===== config.mk =====
export PLATFORM = sky130hd
export DESIGN_NAME = fetch_stage_flat
export DESIGN_NICKNAME = d
export VERILOG_FILES = /design/src/rtl/cpu_pkg.sv /design/src/rtl/fetch_stage_if.sv /design/src/rtl/fetch_stage_if_id_reg.sv /design/src/rtl/fetch_stage.sv /design/src/flat_wrapper.sv
export SDC_FILE = /design/constraint.sdc
export NUM_CORES = 1
export LEC_CHECK = 0
export BUFFER_PORTS_ARGS = -buffer_cell sky130_fd_sc_hd__buf_2
export CAP_MARGIN = 20
export CORE_UTILIZATION = 61
export DETAILED_ROUTE_END_ITERATION = 12
export PLACE_DENSITY = 0.91
export SLEW_MARGIN = 0
export SYNTH_ARGS = -nofsm -noshare
export SYNTH_HDL_FRONTEND = slang
export SYNTH_SLANG_ARGS = --single-unit

===== constraint.sdc =====
create_clock -name clk -period 2.9 [get_ports clk]
set_input_delay 0.435 -clock clk [delete_from_list [all_inputs] [get_ports clk]]
set_output_delay 0.435 -clock clk [all_outputs]
set_load 0.01 [all_outputs]

===== src/rtl/cpu_pkg.sv =====
// Shared types and constants for the fetch stage and IF/ID register.
package cpu_pkg;

  typedef enum logic [1:0] {
    IDLE = 2'd0,
    REQ  = 2'd1,
    HOLD = 2'd2,
    KILL = 2'd3
  } fetch_state_t;

  localparam int REG_W   = 4;
  localparam int RN1_MSB = 7;
  localparam int RN1_LSB = 4;
  localparam int RN2_MSB = 3;
  localparam int RN2_LSB = 0;

  localparam logic [15:0] NOP_INSTR = 16'h0000;

  // Saturating increment used by the optional performance counters.
  function automatic logic [31:0] sat_inc32(input logic [31:0] value);
    if (value == 32'hFFFF_FFFF) begin
      return value;
    end else begin
      return value + 32'd1;
    end
  endfunction

endpackage


===== src/rtl/fetch_stage_if.sv =====
// Instruction-memory req/ack bus between the fetch stage and instruction memory.
interface fetch_stage_if #(
  parameter int PC_W    = 16,
  parameter int INSTR_W = 16
) ();

  logic               req;
  logic [PC_W-1:0]    addr;
  logic               ack;
  logic [INSTR_W-1:0] rdata;

  modport master (
    output req,
    output addr,
    input  ack,
    input  rdata
  );

  modport slave (
    input  req,
    input  addr,
    output ack,
    output rdata
  );

endinterface


===== src/rtl/fetch_stage_if_id_reg.sv =====
// IF/ID pipeline register: flush beats load, otherwise contents are held.
module if_id_reg
  import cpu_pkg::*;
#(
  parameter int PC_W    = 16,
  parameter int INSTR_W = 16
) (
  input  logic               clk,
  input  logic               rst_n,
  input  logic               load,
  input  logic               flush,
  input  logic [PC_W-1:0]    d_pc,
  input  logic [INSTR_W-1:0] d_instr,
  output logic               valid,
  output logic [PC_W-1:0]    pc,
  output logic [INSTR_W-1:0] instr
);

  logic               valid_r;
  logic [PC_W-1:0]    pc_r;
  logic [INSTR_W-1:0] instr_r;

  // Pipeline register update; an invalid entry always carries a NOP.
  always_ff @(posedge clk) begin
    if (!rst_n) begin
      valid_r <= 1'b0;
      pc_r    <= {PC_W{1'b0}};
      instr_r <= INSTR_W'(NOP_INSTR);
    end else if (flush) begin
      valid_r <= 1'b0;
      pc_r    <= {PC_W{1'b0}};
      instr_r <= INSTR_W'(NOP_INSTR);
    end else if (load) begin
      valid_r <= 1'b1;
      pc_r    <= d_pc;
      instr_r <= d_instr;
    end else begin
      valid_r <= valid_r;
      pc_r    <= pc_r;
      instr_r <= instr_r;
    end
  end

  assign valid = valid_r;
  assign pc    = pc_r;
  assign instr = instr_r;

endmodule


===== src/rtl/fetch_stage.sv =====
// IF stage: PC, req/ack fetch FSM, one-entry hold buffer and IF/ID register.
// Optional macro FETCH_PERF_CNT_EN adds stall_cycles / fetch_count outputs.
module fetch_stage
  import cpu_pkg::*;
#(
  parameter int              PC_W     = 16,
  parameter int              INSTR_W  = 16,
  parameter logic [PC_W-1:0] RESET_PC = {PC_W{1'b0}},
  parameter logic [PC_W-1:0] PC_STEP  = {{(PC_W-1){1'b0}}, 1'b1}
) (
  input  logic               clk,
  input  logic               rst_n,
  input  logic               pc_write,
  input  logic               ifid_write,
  input  logic               branch_taken,
  input  logic [PC_W-1:0]    branch_target,
  fetch_stage_if.master      imem,
  output logic               if_id_valid,
  output logic [PC_W-1:0]    if_id_pc,
  output logic [INSTR_W-1:0] if_id_instr,
  output logic [REG_W-1:0]   if_id_rn1,
  output logic [REG_W-1:0]   if_id_rn2
`ifdef FETCH_PERF_CNT_EN
  ,
  output logic [31:0]        stall_cycles,
  output logic [31:0]        fetch_count
`endif
);

  fetch_state_t       state_r;
  fetch_state_t       next_state_s;
  logic [PC_W-1:0]    pc_r;
  logic [PC_W-1:0]    pc_next_s;
  logic               req_r;
  logic [PC_W-1:0]    addr_r;
  logic               hold_valid_r;
  logic [PC_W-1:0]    hold_pc_r;
  logic [INSTR_W-1:0] hold_instr_r;

  logic               stall_s;
  logic               ifid_load_s;
  logic               ifid_clear_s;
  logic [PC_W-1:0]    ifid_d_pc_s;
  logic [INSTR_W-1:0] ifid_d_instr_s;
  logic               hold_capture_s;
  logic               hold_clear_s;

  assign stall_s = !pc_write || !ifid_write;

  // Next-state, PC and IF/ID control; a redirect outranks every stall.
  always_comb begin
    next_state_s   = state_r;
    pc_next_s      = pc_r;
    ifid_load_s    = 1'b0;
    ifid_d_pc_s    = pc_r;
    ifid_d_instr_s = imem.rdata;
    hold_capture_s = 1'b0;
    hold_clear_s   = 1'b0;
    case (state_r)
      IDLE: begin
        next_state_s = REQ;
        if (branch_taken) begin
          pc_next_s = branch_target;
        end else begin
          pc_next_s = pc_r;
        end
      end
      REQ: begin
        if (branch_taken) begin
          pc_next_s    = branch_target;
          hold_clear_s = 1'b1;
          next_state_s = imem.ack ? REQ : KILL;
        end else if (imem.ack && !stall_s) begin
          ifid_load_s = 1'b1;
          pc_next_s   = pc_r + PC_STEP;
        end else if (imem.ack) begin
          hold_capture_s = 1'b1;
          next_state_s   = HOLD;
        end else begin
          next_state_s = REQ;
        end
      end
      HOLD: begin
        ifid_d_pc_s    = hold_pc_r;
        ifid_d_instr_s = hold_instr_r;
        if (branch_taken) begin
          pc_next_s    = branch_target;
          hold_clear_s = 1'b1;
          next_state_s = REQ;
        end else if (!stall_s) begin
          ifid_load_s  = hold_valid_r;
          hold_clear_s = 1'b1;
          pc_next_s    = pc_r + PC_STEP;
          next_state_s = REQ;
        end else begin
          next_state_s = HOLD;
        end
      end
      KILL: begin
        if (branch_taken) begin
          pc_next_s    = branch_target;
          hold_clear_s = 1'b1;
          next_state_s = KILL;
        end else if (imem.ack) begin
          next_state_s = REQ;
        end else begin
          next_state_s = KILL;
        end
      end
      default: begin
        next_state_s = IDLE;
      end
    endcase
  end

  // A free-running cycle with nothing fetched drops a bubble into IF/ID.
  assign ifid_clear_s = branch_taken || (!stall_s && !ifid_load_s);

  // State, PC and registered bus outputs; KILL keeps presenting the stale address.
  always_ff @(posedge clk) begin
    if (!rst_n) begin
      state_r <= IDLE;
      pc_r    <= RESET_PC;
      req_r   <= 1'b0;
      addr_r  <= RESET_PC;
    end else begin
      state_r <= next_state_s;
      pc_r    <= pc_next_s;
      req_r   <= (next_state_s == REQ) || (next_state_s == KILL);
      addr_r  <= (next_state_s == KILL) ? addr_r : pc_next_s;
    end
  end

  // One-entry buffer for an instruction that arrived while stalled.
  always_ff @(posedge clk) begin
    if (!rst_n) begin
      hold_valid_r <= 1'b0;
      hold_pc_r    <= {PC_W{1'b0}};
      hold_instr_r <= INSTR_W'(NOP_INSTR);
    end else if (hold_capture_s) begin
      hold_valid_r <= 1'b1;
      hold_pc_r    <= pc_r;
      hold_instr_r <= imem.rdata;
    end else if (hold_clear_s) begin
      hold_valid_r <= 1'b0;
      hold_pc_r    <= hold_pc_r;
      hold_instr_r <= hold_instr_r;
    end else begin
      hold_valid_r <= hold_valid_r;
      hold_pc_r    <= hold_pc_r;
      hold_instr_r <= hold_instr_r;
    end
  end

  assign imem.req  = req_r;
  assign imem.addr = addr_r;

  if_id_reg #(
    .PC_W    (PC_W),
    .INSTR_W (INSTR_W)
  ) u_if_id_reg (
    .clk     (clk),
    .rst_n   (rst_n),
    .load    (ifid_load_s),
    .flush   (ifid_clear_s),
    .d_pc    (ifid_d_pc_s),
    .d_instr (ifid_d_instr_s),
    .valid   (if_id_valid),
    .pc      (if_id_pc),
    .instr   (if_id_instr)
  );

  // Register fields tap the registered instruction so the hazard unit sees no extra delay.
  assign if_id_rn1 = if_id_instr[RN1_MSB:RN1_LSB];
  assign if_id_rn2 = if_id_instr[RN2_MSB:RN2_LSB];

`ifdef FETCH_PERF_CNT_EN
  logic [31:0] stall_cycles_r;
  logic [31:0] fetch_count_r;

  // Saturating stall and fetch counters.
  always_ff @(posedge clk) begin
    if (!rst_n) begin
      stall_cycles_r <= 32'd0;
      fetch_count_r  <= 32'd0;
    end else begin
      stall_cycles_r <= (stall_s && (state_r != IDLE)) ? sat_inc32(stall_cycles_r) : stall_cycles_r;
      fetch_count_r  <= ifid_load_s ? sat_inc32(fetch_count_r) : fetch_count_r;
    end
  end

  assign stall_cycles = stall_cycles_r;
  assign fetch_count  = fetch_count_r;
`endif

endmodule


===== src/flat_wrapper.sv =====
// flat-port wrapper written by rule: the top's interface ports become plain ports
module fetch_stage_flat import cpu_pkg::*;
#(
  parameter int              PC_W     = 16,
  parameter int              INSTR_W  = 16,
  parameter logic [PC_W-1:0] RESET_PC = {PC_W{1'b0}},
  parameter logic [PC_W-1:0] PC_STEP  = {{(PC_W-1){1'b0}}, 1'b1}
)
  (clk, rst_n, pc_write, ifid_write, branch_taken, branch_target, if_id_valid, if_id_pc, if_id_instr, if_id_rn1, if_id_rn2, imem_req, imem_addr, imem_ack, imem_rdata);
  fetch_stage_if #(.PC_W(PC_W), .INSTR_W(INSTR_W)) imem_i ();
  input  logic clk;
  input  logic rst_n;
  input  logic pc_write;
  input  logic ifid_write;
  input  logic branch_taken;
  input  logic [PC_W-1:0] branch_target;
  output logic if_id_valid;
  output logic [PC_W-1:0] if_id_pc;
  output logic [INSTR_W-1:0] if_id_instr;
  output logic [REG_W-1:0] if_id_rn1;
  output logic [REG_W-1:0] if_id_rn2;
  output wire logic [$bits(imem_i.req)-1:0] imem_req;
  output wire logic [$bits(imem_i.addr)-1:0] imem_addr;
  input wire logic [$bits(imem_i.ack)-1:0] imem_ack;
  input wire logic [$bits(imem_i.rdata)-1:0] imem_rdata;
  assign imem_req = imem_i.req;
  assign imem_addr = imem_i.addr;
  assign imem_i.ack = imem_ack;
  assign imem_i.rdata = imem_rdata;
  fetch_stage #(.PC_W(PC_W), .INSTR_W(INSTR_W), .RESET_PC(RESET_PC), .PC_STEP(PC_STEP)) u_core (.clk(clk), .rst_n(rst_n), .pc_write(pc_write), .ifid_write(ifid_write), .branch_taken(branch_taken), .branch_target(branch_target), .imem(imem_i), .if_id_valid(if_id_valid), .if_id_pc(if_id_pc), .if_id_instr(if_id_instr), .if_id_rn1(if_id_rn1), .if_id_rn2(if_id_rn2));
endmodule

# [Word-level counts from Yosys, hierarchy flattened]
# Index checks and enable logic that the tools add are counted.
[classes] reduce_logical=14 eq_ne=5 bitwise=1 mux=31 add_sub_neg=1
[ops] cell="16-bit 2-to-1 mux" count=7
[ops] cell="16-bit one-hot mux with 3 select lines" count=1
[ops] cell="16-bit by 1-bit adder with 16-bit output, second input constant" count=1
[ops] cell="2-bit 2-to-1 mux" count=7
[ops] cell="1-bit 2-to-1 mux" count=13
[ops] cell="2-bit one-hot mux with 4 select lines" count=1
[ops] cell="2-bit == test, second input constant" count=3
[ops] cell="2-bit OR reduction" count=3
[ops] cell="2-bit by 1-bit == test with 1-bit output, second input constant" count=2
[ops] cell="1-bit logical NOT" count=4
[ops] cell="1-bit one-hot mux with 2 select lines" count=2
[ops] cell="1-bit logical OR" count=3
[ops] cell="1-bit logical AND" count=2
[ops] cell="2-bit logical NOT" count=1
[ops] cell="2-bit nonzero test" count=1
[ops] cell="1-bit NOT" count=1
[totals] elab_cells=62 input_bits=38 output_inout_bits=58 regBits=101

# [Depth between registers and ports, before layout]
[depth] ltp_word=11 ltp_mapped=10 mapped_depth_nobuf=7

# [Modules after synthesis]
# A second synthesis with hierarchy kept.
[hier_totals] hier_cells=625 hier_area_um2=5228.8
[by_module_without_submodules] module="fetch_stage" cells_each=517 seq_area_each_um2=1341.3 area_per_inst_um2=4005.1 n_inst=1
[by_module_without_submodules] module="if_id_reg" cells_each=108 seq_area_each_um2=660.6 area_per_inst_um2=1223.7 n_inst=1

# [Worst setup path before layout]
# Ideal clock, no wire load.
[synth_timing] path_type="register -> register" start="register u_core.state_r[0]" end="register u_core.addr_r[2] (netlist: u_core.imem.addr[2])" stages_incl_launch_ff=9 setup_time_ps=128 t_arrival_ps=1953 period_less_slack_ps=2080 t_required_ps=2772 n_path_buf=1 path_slack_ps=820 cell_sequence="dfxtp_1 inv_1 ha_1 clkbuf_2 or3b_2 and3_1 a41o_1 mux2i_1 nor2_1"
[synth_via] elab_chain_cells=4 word_cells_on_any_way=10 classes_between="eq/ne: 4; mux: 4; reduce/logical: 2"
[synth_rtl] item="start, declared" line="fetch_stage.sv:30" source="fetch_state_t state_r;"
[synth_rtl] item="start signal, assigned" line="fetch_stage.sv:127" source="state_r <= next_state_s;"
[synth_rtl] item="2-bit 2-to-1 mux" line="fetch_stage.sv:73" source="end else if (imem.ack && !stall_s) begin"
[synth_rtl] item="2-bit 2-to-1 mux" line="fetch_stage.sv:69" source="if (branch_taken) begin"
[synth_rtl] item="2-bit one-hot mux with 4 select lines" line="fetch_stage.sv:59" source="case (state_r)"
[synth_rtl] item="2-bit == test" line="fetch_stage.sv:130" source="addr_r <= (next_state_s == KILL) ? addr_r : pc_next_s;"
[synth_rtl] item="end signal, assigned" line="fetch_stage.sv:130"
[synth_rtl] item="end, declared" line="fetch_stage.sv:35" source="logic [PC_W-1:0] addr_r;"
# Several ways; a longest one is shown, not always the timed one.
# A chain may end at the register's enable or synchronous reset.

# [Worst setup path after layout]
[layout_timing] start="register u_core.state_r[0]" end="register u_core.u_if_id_reg.pc_r[15] (netlist: u_core.u_if_id_reg.pc[15])"
[layout_via] elab_chain_cells=6 word_cells_on_any_way=8 classes_between="eq/ne: 2; mux: 2; reduce/logical: 4"
[layout_rtl] item="2-bit == test or 2-bit by 1-bit == test with 1-bit output (tied branches)" line="fetch_stage.sv:59"
[layout_rtl] item="1-bit one-hot mux with 2 select lines" line="fetch_stage.sv:59"
[layout_rtl] item="1-bit logical NOT" line="fetch_stage.sv:117" source="assign ifid_clear_s = branch_taken || (!stall_s && !ifid_load_s);"
[layout_rtl] item="1-bit logical AND" line="fetch_stage.sv:117"
[layout_rtl] item="1-bit logical OR" line="fetch_stage.sv:117"
[layout_rtl] item="2-bit OR reduction (no line)"
[layout_rtl] item="end signal, assigned" line="fetch_stage_if_id_reg.sv:31" source="pc_r <= {PC_W{1'b0}};"
[layout_rtl] item="end signal, assigned" line="fetch_stage_if_id_reg.sv:35" source="pc_r <= d_pc;"
[layout_rtl] item="end signal, assigned" line="fetch_stage_if_id_reg.sv:39" source="pc_r <= pc_r;"
[layout_rtl] item="end, declared" line="fetch_stage_if_id_reg.sv:20" source="logic [PC_W-1:0] pc_r;"
# Several ways; a longest one is shown, not always the timed one.

==> results.toml <==
[sta]
slew_violations = 0
setup-tns-final_ps = 0
finClkSkew_ps = 11.76
setup_violations = 0
max_freq_mhz = 394.5
rsz0062_at_grt = "no"
slew_headroom_pct = 50.08
worstMarginPinSlew_ps = 744.8
fin_crit_sh_pct = 87.42
period_needed_ps = 2535
finalHoldViolations = 0

[yosys]
synth_seq_cells = 100
syn_avg_cell_area_um2 = 8.371
synth_top_area_share_pct = 37.25
syn_inst = 642
netlist_top_cells_count = "dfxtp_1, nand2_1, nor2_1"
synth_edf_count = 0
synth_nets = 685
syn_area_um2 = 5374
seq_area_frac_synth_pct = 37.25
synth_top_area_cell = "dfxtp_1"
synth_most_common_cell = "dfxtp_1"
async_flop_share_pct = 0
yosys_warnings = 0
yosys_most_used_dff = "dfxtp_1"
ys_types = 79
yosys-top-cells-area = "dfxtp_1, mux2i_1, nand2_1, a211oi_1, a21oi_1"

[cts]
clk_path_buf_depth = 2
clkSinkCount = 100
tritoncts = "done"
cts_resized = 0
hold_buffers = 0
cts_made_buffers = 9
clk_pin_slew_ps = 110
clk-insertion-delay-late_ps = 370
cts_setup_buffers = 0
cts_root_buffer = "clkbuf_8"
cts-htree-levels = 3

[placed_design]
dp_hpwl_um = 9951
post_dp_cell_area_um2 = 5704
place.gp.congestion = 0.9703
portBuffers = 95

[die]
floorplan.rows = 33
die-area_um2 = 9189
die_w_um = 95.86
initial_core_util_pct = 64.11
die_h_um = 95.86
core_area_um2 = 8382
io_pins = 96

[worst_setup_path]
crit_top_cell = "inv_1"
cp-start-kind = "flip-flop"
path_buf_inv = 3
r2r_start = "u_core.state_r[0]$_SDFF_PN0_"
crit_fanout = 41
crit_arrival_ps = 2830
end_kind = "flip-flop"
cp-startpoint = "u_core.state_r[0]$_SDFF_PN0_"
crit_chain = "inv_1, ha_1, inv_1, a21o_1, nor3_2, buf_4, nor2_1, a211oi_1"
slowest_stage = "ha_1"
crit_type = "reg2reg"
critPathRequiredTime_ps = 3190
slowest_delay_ps = 660
path_delay_family = "buffers and inverters"

[cells_and_area]
final_area_um2 = 5894
final_layout_size_suffix_gt1_share_pct = 22.08
num_antenna_cells = 0
syn2layout_area_growth_pct = 9.686
finalNetCount = 740

[drt]
drc = 0
firstDrtPassIters = 5
via_per_inst = 6.348
wirelength_um = 14100
routedWlPerCell_um = 17.48
num_vias = 5123
ant_nets = 0
drt_iter0_drc = 347

[grt]
grtUsageTotal_pct = 32.21
grt_pass1_vias = 4759
grt_overflow = 0
grt_pass1_wl_um = 22890
grt_antenna_before_repair = 0
grt_max_degree = 42

[power]
pwr-share-seq_pct = 52.9
p_int_w = 0.001938
combPwrFrac_pct = 16.6
p_sw_w = 0.0008995
p_clk_share_pct = 30.5
power_density_nw_per_um2 = 481.5
sw_frac_of_total_pct = 31.70
irDropWorstVdd_mv = 0.2581
p_leak_nw = 2.239

[hold_path]
hold_class = "in2reg"
hold_start = "imem_rdata[7]"

[run_status]
status = "finished clean"

[flow_run]
maxCapViolCount = 0
-- per-stage QoR --
stage | std cells | util [%] | hold WS, ps | setup slack (ps) | total power [W]
2_1_floorplan | 642 | - | 436.0 | 819.6 | 0.001852
3_3_place_gp | 791 | 68.05 | 441.1 | 566.1 | 0.001974
3_5_place_dp | 791 | 68.05 | 446.5 | 392.3 | 0.001992
4_1_cts | 807 | 70.32 | 283.4 | 381.0 | 0.002839
5_1_grt | 807 | 70.32 | 297.5 | 111.6 | 0.002948
6_report | 807 | 70.32 | 295.0 | 364.8 | 0.002838
-- logic make-up after synthesis --
| family | Yosys count | share of synthesized area, % |
|---|---|---|
| AO/OA/AOI/OAI | 163 | 21.05 |
| XOR/XNOR | 5 | 0.8149 |
| adder cells (fa/ha/maj) | 5 | 1.164 |
| buffers and inverters | 81 | 8.661 |
| flip-flops | 100 | 37.25 |
| multiplexers | 43 | 8.149 |
| AND/OR/NAND/NOR | 245 | 22.91 |
-- flip-flops by register name, summed over array words and instances, names as in the netlist --
register,flops
u_core.hold_instr_r,16
u_core.hold_pc_r,16
u_core.hold_valid_r,1
u_core.imem.addr,16
u_core.pc_r,16
u_core.state_r,2
u_core.u_if_id_reg.instr,16
u_core.u_if_id_reg.pc,16
u_core.u_if_id_reg.valid,1
-- worst reg2reg max path: cells and delay by family, from the launching register on --
| family | cells | cell delay [ps] |
|---|---|---|
| adders and majority gates | 1 | 660 |
| and+or+nand+nor | 2 | 250 |
| DFF | 1 | 430 |
| AOI/OAI and AO/OA | 2 | 460 |
| buffers and inverters | 3 | 680 |
-- per-layer routing --
layer / vias to the layer above / global-route usage [%] / part of all wire (%)
li1: 2422 / - / -
met1: 2429 / 39.12 / 41
met2: 236 / 54.88 / 49
met3: 36 / 5.134 / 7.5
met4: 0 / 16.54 / 2.4
met5: - / 0 / 0
-- layout make-up --
| class | count | area (um2) |
|---|---|---|
| Clock buffer | 9 | 123.9 |
| Clock inverter | 7 | 66.31 |
| Fill cell | 675 | 2487 |
| Inverter | 13 | 48.80 |
| Multi-Input combinational cell | 461 | 2919 |
| Sequential cell | 100 | 2002 |
| Tap cell | 105 | 131.4 |
| Timing Repair Buffer | 112 | 603.1 |
-- power by group through the flow --
stage	clock, W	combinational, W	sequential (W)
2_1_floorplan	0	0.000351	0.00150
3_3_place_gp	0	0.000449	0.00153
3_5_place_dp	0	0.000463	0.00153
4_1_cts	0.000876	0.000465	0.00150
5_1_grt	0.000923	0.000517	0.00151
6_report	0.000864	0.000472	0.00150
-- cells in the final DEF, fill, tap and decap left out, types with 4 or more instances in the layout --
master    synthesis  layout
dfxtp_1         100     100
buf_2            17      95
nand2_1          85      85
nor2_1           63      63
a21oi_1          49      49
mux2i_1          40      40
a211oi_1         35      35
nand3_1          20      20
o21ai_0          20      20
nor3_1           19      17
buf_4            20      17
inv_1            12      12
clkbuf_8          0       9
nand4_1           7       7
and3_1            7       7
o31ai_1           5       5
nor4_1            5       5
nand2b_1          4       4
xor2_1            4       4
o21ai_1           4       4
or4_1             4       4
ha_1              5       4
-- final timing paths --
kind / end / slack, ps / depth (start not counted)
hold / removal: u_core.hold_instr_r[7]$_SDFFE_PN0P_ / 290 / 3
hold reg to reg: u_core.hold_pc_r[9]$_SDFFE_PN0P_ / 460 / 2
setup reg to reg: u_core.u_if_id_reg.pc[15]$_SDFFE_PP0P_ / 360 / 8
setup / recovery: u_core.u_if_id_reg.pc[15]$_SDFFE_PP0P_ / 360 / 8
Power figures use the tool's default switching activity.
